<file path="src/rtl/systolic_feeder.sv">
// Operand feeder for the 3x3 output-stationary PE array: stores A/B, emits skewed row/column streams.
// Optional SYSTOLIC_FEEDER_WR_ERR_EN adds a sticky wr_err flag for dropped writes.
module systolic_feeder #(
  parameter int DATA_W       = 8,
  parameter int DRAIN_CYCLES = 8
) (
  input  logic              clk,
  input  logic              rst_n,
  input  logic              wr_en,
  input  logic              wr_sel,
  input  logic [1:0]        wr_row,
  input  logic [1:0]        wr_col,
  input  logic [DATA_W-1:0] wr_data,
  input  logic              start,
  output logic              busy,
  output logic              done,
  output logic [DATA_W-1:0] a0,
  output logic [DATA_W-1:0] a1,
  output logic [DATA_W-1:0] a2,
  output logic [DATA_W-1:0] b0,
  output logic [DATA_W-1:0] b1,
  output logic [DATA_W-1:0] b2
`ifdef SYSTOLIC_FEEDER_WR_ERR_EN
  ,
  output logic              wr_err
`endif
);

  localparam int DW = (DRAIN_CYCLES > 1) ? $clog2(DRAIN_CYCLES) : 1;

  typedef enum logic [1:0] {IDLE, FEED, DRAIN} state_t;

  state_t            state, state_n;
  logic [2:0]        step, step_n;
  logic [DW-1:0]     drain, drain_n;
  logic              load, done_n, wr_ok;
  logic [DATA_W-1:0] a_mem [3][3];
  logic [DATA_W-1:0] b_mem [3][3];
  logic [DATA_W-1:0] a_q [3];
  logic [DATA_W-1:0] b_q [3];
  logic [DATA_W-1:0] a_n [3];
  logic [DATA_W-1:0] b_n [3];

  assign wr_ok = wr_en && !busy;

  always_comb begin
    state_n = state;
    step_n  = step;
    drain_n = drain;
    load    = 1'b0;
    done_n  = 1'b0;
    case (state)
      IDLE: begin
        if (start) begin
          state_n = FEED;
          step_n  = 3'd0;
          load    = 1'b1;
        end
      end
      FEED: begin
        if (step == 3'd4) begin
          state_n = DRAIN;
          drain_n = '0;
        end else begin
          step_n = step + 3'd1;
          load   = 1'b1;
        end
      end
      DRAIN: begin
        if (drain == DW'(DRAIN_CYCLES - 1)) begin
          state_n = IDLE;
          done_n  = 1'b1;
          drain_n = '0;
        end else begin
          drain_n = drain + DW'(1);
        end
      end
      default: state_n = IDLE;
    endcase
  end

  // Skew: row i sees A[i][t-i], column j sees B[t-j][j]; pre-edge storage is used.
  always_comb begin
    for (int i = 0; i < 3; i++) begin
      a_n[i] = '0;
      b_n[i] = '0;
      for (int k = 0; k < 3; k++) begin
        if (load && step_n == 3'(i + k)) begin
          a_n[i] = a_mem[i][k];
          b_n[i] = b_mem[k][i];
        end
      end
    end
  end

  always_ff @(posedge clk or negedge rst_n) begin
    if (!rst_n) begin
      state <= IDLE;
      step  <= '0;
      drain <= '0;
      busy  <= 1'b0;
      done  <= 1'b0;
      for (int i = 0; i < 3; i++) begin
        a_q[i] <= '0;
        b_q[i] <= '0;
      end
    end else begin
      state <= state_n;
      step  <= step_n;
      drain <= drain_n;
      busy  <= (state_n != IDLE);
      done  <= done_n;
      for (int i = 0; i < 3; i++) begin
        a_q[i] <= a_n[i];
        b_q[i] <= b_n[i];
      end
    end
  end

  // Index value 3 never matches a loop position, so such writes fall through.
  always_ff @(posedge clk or negedge rst_n) begin
    if (!rst_n) begin
      for (int r = 0; r < 3; r++) begin
        for (int c = 0; c < 3; c++) begin
          a_mem[r][c] <= '0;
          b_mem[r][c] <= '0;
        end
      end
    end else begin
      for (int r = 0; r < 3; r++) begin
        for (int c = 0; c < 3; c++) begin
          if (wr_ok && wr_row == 2'(r) && wr_col == 2'(c)) begin
            if (wr_sel) b_mem[r][c] <= wr_data;
            else        a_mem[r][c] <= wr_data;
          end
        end
      end
    end
  end

  assign a0 = a_q[0];
  assign a1 = a_q[1];
  assign a2 = a_q[2];
  assign b0 = b_q[0];
  assign b1 = b_q[1];
  assign b2 = b_q[2];

`ifdef SYSTOLIC_FEEDER_WR_ERR_EN
  logic wr_drop;
  assign wr_drop = wr_en && (busy || wr_row == 2'd3 || wr_col == 2'd3);

  always_ff @(posedge clk or negedge rst_n) begin
    if (!rst_n)                        wr_err <= 1'b0;
    else if (wr_drop)                  wr_err <= 1'b1;
    else if (state == IDLE && start)   wr_err <= 1'b0;
  end
`endif

endmodule

</file>
<file path="config.mk">
export PLATFORM = sky130hd
export DESIGN_NAME = systolic_feeder
export DESIGN_NICKNAME = d
export VERILOG_FILES = /design/src/rtl/systolic_feeder.sv
export SDC_FILE = /design/constraint.sdc
export NUM_CORES = 1
export LEC_CHECK = 0
export CORE_MARGIN = 2
export CORE_UTILIZATION = 55
export DETAILED_ROUTE_END_ITERATION = 7
export MAX_ROUTING_LAYER = met4
export PLACE_DENSITY = 0.76
export SLEW_MARGIN = 30
export SYNTH_ARGS = -nofsm -noshare
export SYNTH_HDL_FRONTEND = slang
export SYNTH_SLANG_ARGS = --single-unit
</file>
<file path="constraint.sdc">
create_clock -name clk -period 4.1 [get_ports clk]
set_input_delay 0.82 -clock clk [delete_from_list [all_inputs] [get_ports clk]]
set_output_delay 0.82 -clock clk [all_outputs]
set_load 0.01 [all_outputs]
</file>
After elaboration in Yosys (flattened, before gate mapping)
Cells that the tools add are included.
{"block": "totals", "inputBits": 17, "ff_bits": 202, "wordCells": 122, "out_inout_bits": 50}
{"block": "classes", "bitwise_logic": 1, "mux": 33, "addsub": 2, "n_reduce_logical": 44, "eq_ne": 13}
{"op": "$mux W8", "count": 18}
{"op": "$reduce_and A2 Y1", "count": 19}
{"op": "$logic_and A1 B1 Y1", "count": 18}
{"op": "$mux W3", "count": 4}
{"op": "$pmux W3 S2", "count": 2}
{"op": "$eq A3 B3 Y1 const B", "count": 3}
{"op": "$add A3 B1 Y3 const B", "count": 2}
{"op": "$eq A2 B1 Y1 const B", "count": 3}
{"op": "$eq A2 B2 Y1 const B", "count": 3}
{"op": "$eq A3 B2 Y1 const B", "count": 2}
{"op": "$logic_not A2 Y1", "count": 3}
{"op": "$mux W2", "count": 3}
{"op": "$pmux W2 S3", "count": 1}
{"op": "$mux W1", "count": 4}
{"op": "$reduce_bool A2 Y1", "count": 2}
{"op": "$eq A3 B1 Y1 const B", "count": 1}
{"op": "$logic_not A3 Y1", "count": 1}
{"op": "$ne A2 B2 Y1 const B", "count": 1}
{"op": "$pmux W1 S2", "count": 1}
{"op": "$logic_not A1 Y1", "count": 1}
{"op": "$not A1 Y1", "count": 1}

Longest topological paths before layout
Gate-level depths: netlist of the first run.
{"block": "depth", "depth_word": 8, "depth_mapped": 8}

Least setup slack after synthesis of the first run
OpenSTA, ideal clock, no wires.
{"block": "synth_timing", "path_kind": "input port to flip-flop", "from": "input port wr_en", "to": "register b_mem[48] (netlist name)", "slack_ps": 2062, "setup_ps": 125, "t_arrival_ps": 1913, "cell_stages": 4, "n_path_buf": 0, "cell_sequence": "nand2b_1 or3_1 nor2_2 mux2_2"}
{"block": "synth_via", "elab_chain_cells": 4}
{"item": "from (decl)", "line": "9", "text": "input logic wr_en,"}
{"item": "$logic_and A1 B1 Y1", "line": "44", "text": "assign wr_ok = wr_en && !busy;"}
{"item": "$logic_and A1 B1 Y1 (2 in series)", "line": "132", "text": "if (wr_ok && wr_row == 2'(r) && wr_col == 2'(c)) begin"}
{"item": "$reduce_and A2 Y1 (no line)"}
{"item": "to (signal, indexed assignment)", "line": "133", "text": "if (wr_sel) b_mem[r][c] <= wr_data;"}
{"item": "to (decl)", "line": "38", "text": "logic [DATA_W-1:0] b_mem [3][3];"}
No other way between the ends.
A chain may end at the register's enable or synchronous reset.

==> summary.md, run 1 <==
| Metric | Value |
|---|---|
| Fill cells | 1,064 |
| Mean routed wirelength per cell | 21.3 um |
| CP Max Fanout | 21 |
| Layout cells sized above 1 | 30.0% |
| Synth area leaders | dfrtp_1 60%, mux2_2 19%, a2bb2oi_1 3.4% |
| Clock share of power | 29.3% |
| Row count | 45 |
| Yosys warns | 0 |
| Data required, critical path | 4.46 ns |
| Syn nets | 622 |
| Register area | 0.00506 sq mm |
| Crit end category | flip-flop |
| Share of flip-flops with an asynchronous set or reset | 100% |
| Seq/Total Area, Yosys | 60.5% |
| IO Pins | 67 |
| Count leader, synth | dfrtp_1 |
| Area leader, netlist | dfrtp_1 |
| CTS Buffer Depth | 3 |
| Setup crit end | b1[2] |
| P_int | 4.32 mW |
| FF-to-FF Start | step[0] |
| Max Cap Violations | 0 |
| Total GRT Usage | 24.4% |
| Unique masters post-synth | 45 |
| Final wirelength | 18.4 mm |
| Multi-input gate area | 0.00312 sq mm |
| Slew Limit Fails | 0 |
| Pin count of the biggest net entering global routing | 83 |
| Endpoints failing setup | 0 |
| Core ar. | 0.0150 sq mm |
| CTS clk-pin slew, worst paths | 0.06 ns |
| Design Area, Final | 0.00982 sq mm |
| EDFF count, synth | 0 |
| Final Hold Viols | 0 |
| Clock Latency Late Sink | 0.51 ns |
| Max Fclk | 366 MHz |
| Initial antenna violation count | 1 |
| Worst setup startpoint | start |
| Sw frac | 32.3% |
| # nets final | 686 |
| Post-CTS sizing | 0 |
| Placed Area | 0.00915 sq mm |
| First-pass DRT Iterations | 4 |
| Syn_area_per_cell | 13.9 sq um |
| Vias in the first global route | 5,421 |
| Period utilization | 66.6% |
| Placed insts | 830 |
| Hold slack | 0.330 ns |
| Total die area | 0.0162 sq mm |
| # clock sinks | 202 |
| Post-CTS setup buffers | 0 |
| GRT Max-Usage Layer | met2 |
| Share of the synthesized area in the top cell type | 60.5% |
| Logic gate share of total power | 29.3% |
| Commonest cells in the netlist | 202 x dfrtp_1, 144 x mux2_2, 48 x nand2_1, 32 x a2bb2oi_1, 32 x o21ai_0 |
| H-tree depth | 1 |
| Cts bufs inserted | 21 |
| # hold bufs at CTS | 0 |
| Area Growth Syn to Fin | 17.5% |
| Die H | 127 um |
| Worst clock skew | 0.0229 ns |
| Flop pwr share | 41.5% |
| Critical R2R Capture | b1[2] |
| Non-filler instance count after layout | 866 |
| Post-Synthesis Cells | 601 |
| DP Wirelength | 11.4 mm |
| WS Path Type | in2reg |
| Fin crit period | 2.73 ns |
| Vias/cell | 5.97 |
| Psw | 2.06 mW |
| Clock root buffer | clkbuf_16 |
| Met1 global-route usage | 33.8% |
| Synth Flop Type | dfrtp_1 |
| Met3 usage | 3.77% |
| R2R cell count | 6 |
| Initial Utilization | 55.6% |
| Grt ovf | 0 |
| WP data arrival | 3.09 ns |
| CTS tree | built |
| Pleak | 4.60 nW |
| R2R setup slack | 1.47 ns |
| IO buf count | 66 |
| Crit start category | primary input |
| Status | completed |
| Rel. slew slack | 35.6% |
| Die X | 127 um |
| Pwr Density | 650 mW/mm^2 |
| Global-route wire length before repair | 29.8 mm |
| FF+latch count, synth | 202 |
| Vias post-DR | 5,166 |
| Gp weighted congestion | 0.793 |
| Antenna viol nets, final | 0 |
| Hold Crit Class | in2async |
| RSZ-0062 raised after global routing | no |
| First DRT Iteration DRCs | 288 |
| Tot Pwr | 6.39 mW |
| Met2 GRT Util | 38.0% |
| Setup TNS | 0 ns |
| Maximum VDD drop | 0.365 mV |
| Drt drc | 0 |
| Worst slew pin tran | 0.963 ns |
| Syn Std Cell Area | 0.00836 sq mm |
==> worst min-delay path by stage <==
stage / start / to / slack, ns
6_report: rst_n / a_mem[27] / 0.33
5_1_grt: rst_n / a_mem[27] / 0.39
4_1_cts: rst_n / a_mem[27] / 0.35
2_1_floorplan: a_mem[0] / a2[0] / 0.45
3_5_place_dp: a_mem[4] / a2[4] / 0.47
3_3_place_gp: a_mem[7] / a2[7] / 0.46
==> flip-flops by register name (all words and copies together) (netlist names), 2 cells and up <==
name and count:
state 2, drain 3, a1 8, a2 8, b0 8, a_mem 72
b_mem 72, step 3, b1 8, a0 8, b2 8
==> stage by stage <==
step	worst slack (ns)	util (%)
after floorplan	2.06	-
after global placement	1.01	60.9
after detailed placement	0.907	60.9
after CTS	1.19	65.4
after global routing	1.25	65.3
final	1.37	65.3
==> layout by cell type (no fill, tap or decap), drive strengths merged, types with 2 or more instances in the layout <==
cell type,instances
dfrtp,202
mux2,144
clkdlybuf4s50,63
nand2,50
o21ai,36
a2bb2oi,32
clkbuf,28
nor3b,20
a22oi,16
o2bb2ai,16
buf,8
nor2,7
inv,6
ha,4
clkinv,4
nand2b,4
nand3,3
nor2b,3
nand3b,3
a21oi,3
nor3,3
and2,2
o22ai,2
bufinv,2
nor4,2
a21boi,2
==> critical path, cell delays in order <==
cell and delay (ns):
clkdlybuf4s50_1 0.54, o21bai_4 0.20, a32o_2 0.49, a21boi_4 0.48, nand2_2 0.32, a2bb2oi_1 0.22
==> power by group through the flow <==
stage                     clock network, mW  logic [mW]  registers, mW
after floorplan                           0        1.33           2.61
after global placement                    0        1.79           2.65
after detailed placement                  0        1.86           2.68
after CTS                              1.90        1.87           2.65
after global routing                   1.98        2.04           2.70
final                                  1.87        1.87           2.65
==> layout make-up <==
class	instances	area share [%]
Multi-Input combinational cell	363	31.8
Inverter	5	0.191
Clock buffer	27	5.89
Clock inverter	8	0.981
Timing Repair Buffer	72	7.25
Tap cell	188	2.39
Antenna cell	1	0.0255
Sequential cell	202	51.5
==> cells by family after synthesis <==
logic type,count (synthesis),synth area share (%)
DFF,202,60.5
AOI/OAI and AO/OA,115,10.7
and+or+nand+nor,100,6.61
muxes,144,19.4
buffers and inverters,36,2.18
adders and majority gates,4,0.599
==> routing by layer <==
layer | share of wire (%) | wire length, um | up-vias
met5 | 0 | 0 | -
met2 | 48 | 8780 | 144
met3 | 5.3 | 968 | 36
met1 | 44 | 8160 | 2670
li1 | - | - | 2316
met4 | 2.7 | 498 | 0
(Power assumes the default switching activity.)
==> run 2: changes to the inputs <==
- CORE_UTILIZATION: 55 -> 52
- PLACE_DENSITY: 0.76 -> 0.75
- clock period: 4.1 -> 2.25 ns (I/O delays scaled with it)
==> run 2 against run 1 <==
  * First-iteration DRC count is 5.9% higher
  * Worst hold slack better by 0.15 ns
  * Sequential share of layout area is 2.6 points lower
  * Setup slack worse by 1.2 ns
  * Clock-buffer cell count is 1 higher
  * Sequential cell count stayed put
  * Utilization hardly changed
  * Global-route usage is 0.99 points lower
==> summary.md, run 2 (synthesis results as in run 1) <==
| Metric | Value |
|---|---|
| Hold slack | 0.478 ns |
| Clock root buffer | clkbuf_16 |
| Antenna viol nets, final | 0 |
| CTS tree | built |
| Min-Delay Path Depth | 1 |
| Utilization after layout | 65.3% |
| Worst slew pin tran | 0.889 ns |
| R2R cell count | 9 |
| WS Path Type | reg2reg |
| Crit end category | flip-flop |
| CTS clk-pin slew, worst paths | 0.06 ns |
| Fin crit period | 2.09 ns |
| Period utilization | 93.0% |
| # clock sinks | 202 |
| RSZ-0062 raised after global routing | no |
| Placed insts | 896 |
| Pin count of the biggest net entering global routing | 62 |
| Core ar. | 0.0158 sq mm |
| Non-filler instance count after layout | 935 |
| DP Wirelength | 11.7 mm |
| H-tree depth | 1 |
| Final Hold Viols | 0 |
| First DRT Iteration DRCs | 305 |
| # nets final | 725 |
| Vias/cell | 5.67 |
| Hold Crit Class | reg2reg |
| Rel. slew slack | 40.7% |
| Gp weighted congestion | 0.864 |
| Setup TNS | 0 ns |
| Data required, critical path | 2.67 ns |
| Clock Latency Late Sink | 0.50 ns |
| Post-CTS setup buffers | 0 |
| Global-route wire length before repair | 30.2 mm |
| Pwr Density | 1200 mW/mm^2 |
| Final wirelength | 18.5 mm |
| Fill cells | 1,125 |
| Mean routed wirelength per cell | 19.7 um |
| Initial antenna violation count | 0 |
| Endpoints failing setup | 0 |
| Design Area, Final | 0.0103 sq mm |
| Max Fclk | 478 MHz |
| Status | completed |
| Initial Utilization | 52.8% |
| Layout cells sized above 1 | 33.8% |
| Row count | 46 |
| Post-CTS sizing | 0 |
| CP Max Fanout | 12 |
| Max Cap Violations | 0 |
| Total die area | 0.0171 sq mm |
| # hold bufs at CTS | 1 |
| Place WS | -0.104 ns |
| Vias post-DR | 5,304 |
| Final setup margin | 0.157 ns |
| IO buf count | 66 |
| Tot Pwr | 12.4 mW |
| Drt drc | 0 |
| Grt ovf | 0 |
| Ant. Diodes | 0 |
| CTS Buffer Depth | 3 |
| Commonest cells after routing, fill and taps aside | 202 x dfrtp_1, 144 x mux2_2, 65 x clkdlybuf4s50_1, 48 x nand2_1, 33 x buf_4 |
| Top Registers | a_mem (72), b_mem (72) |
| Die X | 131 um |
| Worst clock skew | 0.0135 ns |
| Vias in the first global route | 5,851 |
| IO Pins | 67 |
| Placed Area | 0.00960 sq mm |
| Maximum VDD drop | 0.776 mV |
| WP data arrival | 2.51 ns |
| Pleak | 4.86 nW |
| Cts bufs inserted | 21 |
| Slew Limit Fails | 0 |
| Commonest non-fill, non-tap cell in the layout | dfrtp_1 |
| Crit start category | flip-flop |
| Die H | 131 um |
| Area Growth Syn to Fin | 23.7% |
| First-pass DRT Iterations | 4 |
| Total GRT Usage | 23.4% |
run 2: cell count changes in the layout (fill, tap and decap cells not counted), sizes merged:
cell and change:
dlygate4sd3 +1, bufinv +1, clkbuf +1, clkinv +2, clkdlybuf4s50 +2, buf +36, diode -1, clkinvlp -1
run 2: worst max-delay path, cell delays in order, from the launching register on:
cell and delay [ns]:
dfrtp_1 0.38, buf_4 0.16, ha_1 0.21, nor2b_1 0.14
o22a_4 0.28, a211oi_4 0.29, buf_12 0.17, buf_4 0.14
o21ai_0 0.10, a2bb2oi_1 0.15
run 2: cell type report:
class                           count  area [sq um]  area share (%)
Timing Repair Buffer              111          1140            11.0
Clock inverter                     10           129            1.25
Multi-Input combinational cell    363          3130            30.2
Clock buffer                       28           602            5.82
Inverter                            5          18.8           0.181
Sequential cell                   202          5050            48.9
Tap cell                          216           270            2.61
run 2: final timing paths:
path | from | end | slack (ns)
worst min-delay path | b_mem[2] | b2[2] | 0.48
max in group asynchronous | rst_n | b_mem[34] | 1.08
worst max-delay path | step[0] | b0[0] | 0.16
worst min register to register | b_mem[2] | b2[2] | 0.48
worst max register to register | step[0] | b0[0] | 0.16
min in group asynchronous | rst_n | done | 0.51
run 2: where the power goes:
part	total, mW	leakage, nW	internal, mW	switching [mW]
clock network	3.61	0.367	2.22	1.39
registers	4.75	2.74	4.36	0.386
logic	4.05	1.75	1.91	2.14
total	12.4	4.86	8.49	3.91
run 2: metal layers:
metal	track usage, %	vias to the layer above	wire length, um
met5	-	-	0
met4	6.07	0	341
li1	-	2389	-
met2	38.0	120	9120
met3	4.97	34	889
met1	30.5	2761	8110
==> run 3: changes to the inputs <==
- CORE_MARGIN: 2 -> unset
- CORE_UTILIZATION: 52 -> 45
- PLACE_DENSITY: 0.75 -> 0.67
- SKIP_CTS_REPAIR_TIMING: unset -> 1
==> run 3 against run 2 <==
  * The flow now finishes with violations (DRC, hold timing)
  * Power grew 0.11%
  * First-iteration DRC count shrank 31%
  * Sequential cell count is the same
  * Sequential share of layout area shrank 0.26 points
  * Combinational power is essentially flat
  * Maximum frequency shrank 1.9%
  * Register-to-register slack lost 0.04 ns
  * Clock-buffer cell count grew 3
  * Clock skew shrank 0.0024 ns
  * Utilization shrank 7.8 points
  * Non-clock buffer count grew 6
  * Worst hold slack lost 0.50 ns
  * Critical endpoint is now a0[1]
  * Largest cell class unchanged
  * Largest power group unchanged
==> summary.md, run 3 (synthesis results as in run 1) <==
| Metric | Value |
|---|---|
| Status | complete, but fails checks |
| Failing checks | DRC, hold timing |
| Die X | 138 um |
| Mean routed wirelength per cell | 19.9 um |
| Placed Area | 0.00967 sq mm |
| Fin crit period | 2.13 ns |
| Max Cap Violations | 0 |
| Initial Utilization | 46.2% |
| Period utilization | 94.8% |
| H-tree depth | 1 |
| Gp weighted congestion | 0.790 |
| Crit end category | flip-flop |
| Total die area | 0.0191 sq mm |
| Ant. Diodes | 0 |
| Sw frac | 31.7% |
| Final wirelength | 19.0 mm |
| WP data arrival | 2.50 ns |
| Drt drc | 5 |
| Clock root buffer | clkbuf_16 |
| Initial antenna violation count | 0 |
| # nets final | 732 |
| Die H | 138 um |
| CTS Buffer Depth | 3 |
| Final setup margin | 0.117 ns |
| Psw | 3.94 mW |
| Max Fclk | 469 MHz |
| Layout cells sized above 1 | 34.3% |
| Hold slack | -0.0200 ns |
| DP Wirelength | 12.0 mm |
| Vias post-DR | 5,293 |
| P_int | 8.48 mW |
| Slew Limit Fails | 0 |
| Core ar. | 0.0181 sq mm |
| Row count | 49 |
| Logic gate share of total power | 32.7% |
| CP Max Fanout | 16 |
| WS Path Type | reg2reg |
| Design Area, Final | 0.0104 sq mm |
| Pleak | 4.88 nW |
| Maximum VDD drop | 0.822 mV |
| Pin count of the biggest net entering global routing | 76 |
| Tot Pwr | 12.4 mW |
| Grt ovf | 0 |
| Commonest non-fill, non-tap cell in the layout | dfrtp_1 |
| Endpoints failing setup | 0 |
| IO Pins | 67 |
| First DRT Iteration DRCs | 210 |
| CTS clk-pin slew, worst paths | 0.05 ns |
| Data required, critical path | 2.62 ns |
| Clock Latency Late Sink | 0.51 ns |
| Setup TNS | 0 ns |
| R2R setup slack | 0.12 ns |
| # clock sinks | 202 |
| Clock share of power | 29.1% |
| RSZ-0062 raised after global routing | no |
| Pwr Density | 1190 mW/mm^2 |
| Flop pwr share | 38.2% |
| Commonest cells after routing, fill and taps aside | 201 x dfrtp_1, 144 x mux2_2, 65 x clkdlybuf4s50_1, 48 x nand2_1, 40 x buf_4 |
| Area Growth Syn to Fin | 24.4% |
| Place WS | -0.106 ns |
| IO buf count | 66 |
| Final Hold Viols | 6 |
| Vias in the first global route | 5,695 |
| Vias/cell | 5.55 |
| Total GRT Usage | 21.4% |
| Antenna viol nets, final | 0 |
| Hold Crit Class | in2async |
| Utilization after layout | 57.5% |
| Rel. slew slack | 46.4% |
| Cts bufs inserted | 22 |
| Top Registers | a_mem (72), b_mem (72) |
| Global-route wire length before repair | 31.1 mm |
| First-pass DRT Iterations | 6 |
| Worst clock skew | 0.0111 ns |
| CTS tree | built |
| Crit start category | flip-flop |
| Worst slew pin tran | 0.803 ns |
[run 3: cell count changes in the layout (fill, tap and decap cells not counted), sizes merged]
cell | before | now
bufinv | 3 | 2
clkinv | 6 | 3
dlygate4sd3 | 1 | 0
buf | 44 | 51
clkbuf | 29 | 32
[run 3: layout make-up]
class | instances | area [sq um]
timing repair buffer | 117 | 1180
inverter | 5 | 18.8
fill | 1398 | 7680
sequential | 202 | 5060
tap | 229 | 287
multi-input combinational | 363 | 3130
clock buffer | 31 | 646
clock inverter | 6 | 83.8
[run 3: stage by stage]
step | std cells | hold slack, ns
4_1_cts | 953 | 0.0106
6_report | 953 | -0.0200
5_1_grt | 953 | 0.0361
3_5_place_dp | 916 | 0.468
3_3_place_gp | 916 | 0.462
2_1_floorplan | 601 | 0.154
[run 3: routing by layer]
layer	global-route usage (%)	vias to the layer above	share of wire [%]
li1	-	2400	-
met1	27.6	2762	45
met2	34.4	97	48
met3	3.98	34	4.5
met4	6.56	0	2.5
met5	-	-	0
[run 3: power by group through the flow]
stage | Sequential (mW) | Combinational (mW) | Clock (mW)
after detailed placement | 4.80 | 4.06 | 0
final | 4.74 | 4.06 | 3.61
after global routing | 4.83 | 4.39 | 3.83
after global placement | 4.76 | 3.95 | 0
after CTS | 4.74 | 4.09 | 3.68
after floorplan | 4.75 | 2.43 | 0
[run 3: worst max-delay path, cell delays in order, from the launching register on]
cell       delay, ns
dfrtp_2         0.41
inv_1           0.09
ha_1            0.22
nand3b_1        0.19
o22a_4          0.26
a211oi_4        0.31
buf_12          0.18
nand2_4         0.14
a2bb2oi_1       0.19
[run 3: worst paths after layout]
path / startpoint / endpoint / cells past startpoint
worst max-delay path: step[0] / a0[1] / 8
worst min-delay path: rst_n / done / 1
worst max register to register: step[0] / a0[1] / 8
worst min register to register: b_mem[3] / b2[3] / 1
max in group asynchronous: rst_n / b2[0] / 2
min in group clk: b_mem[3] / b2[3] / 1
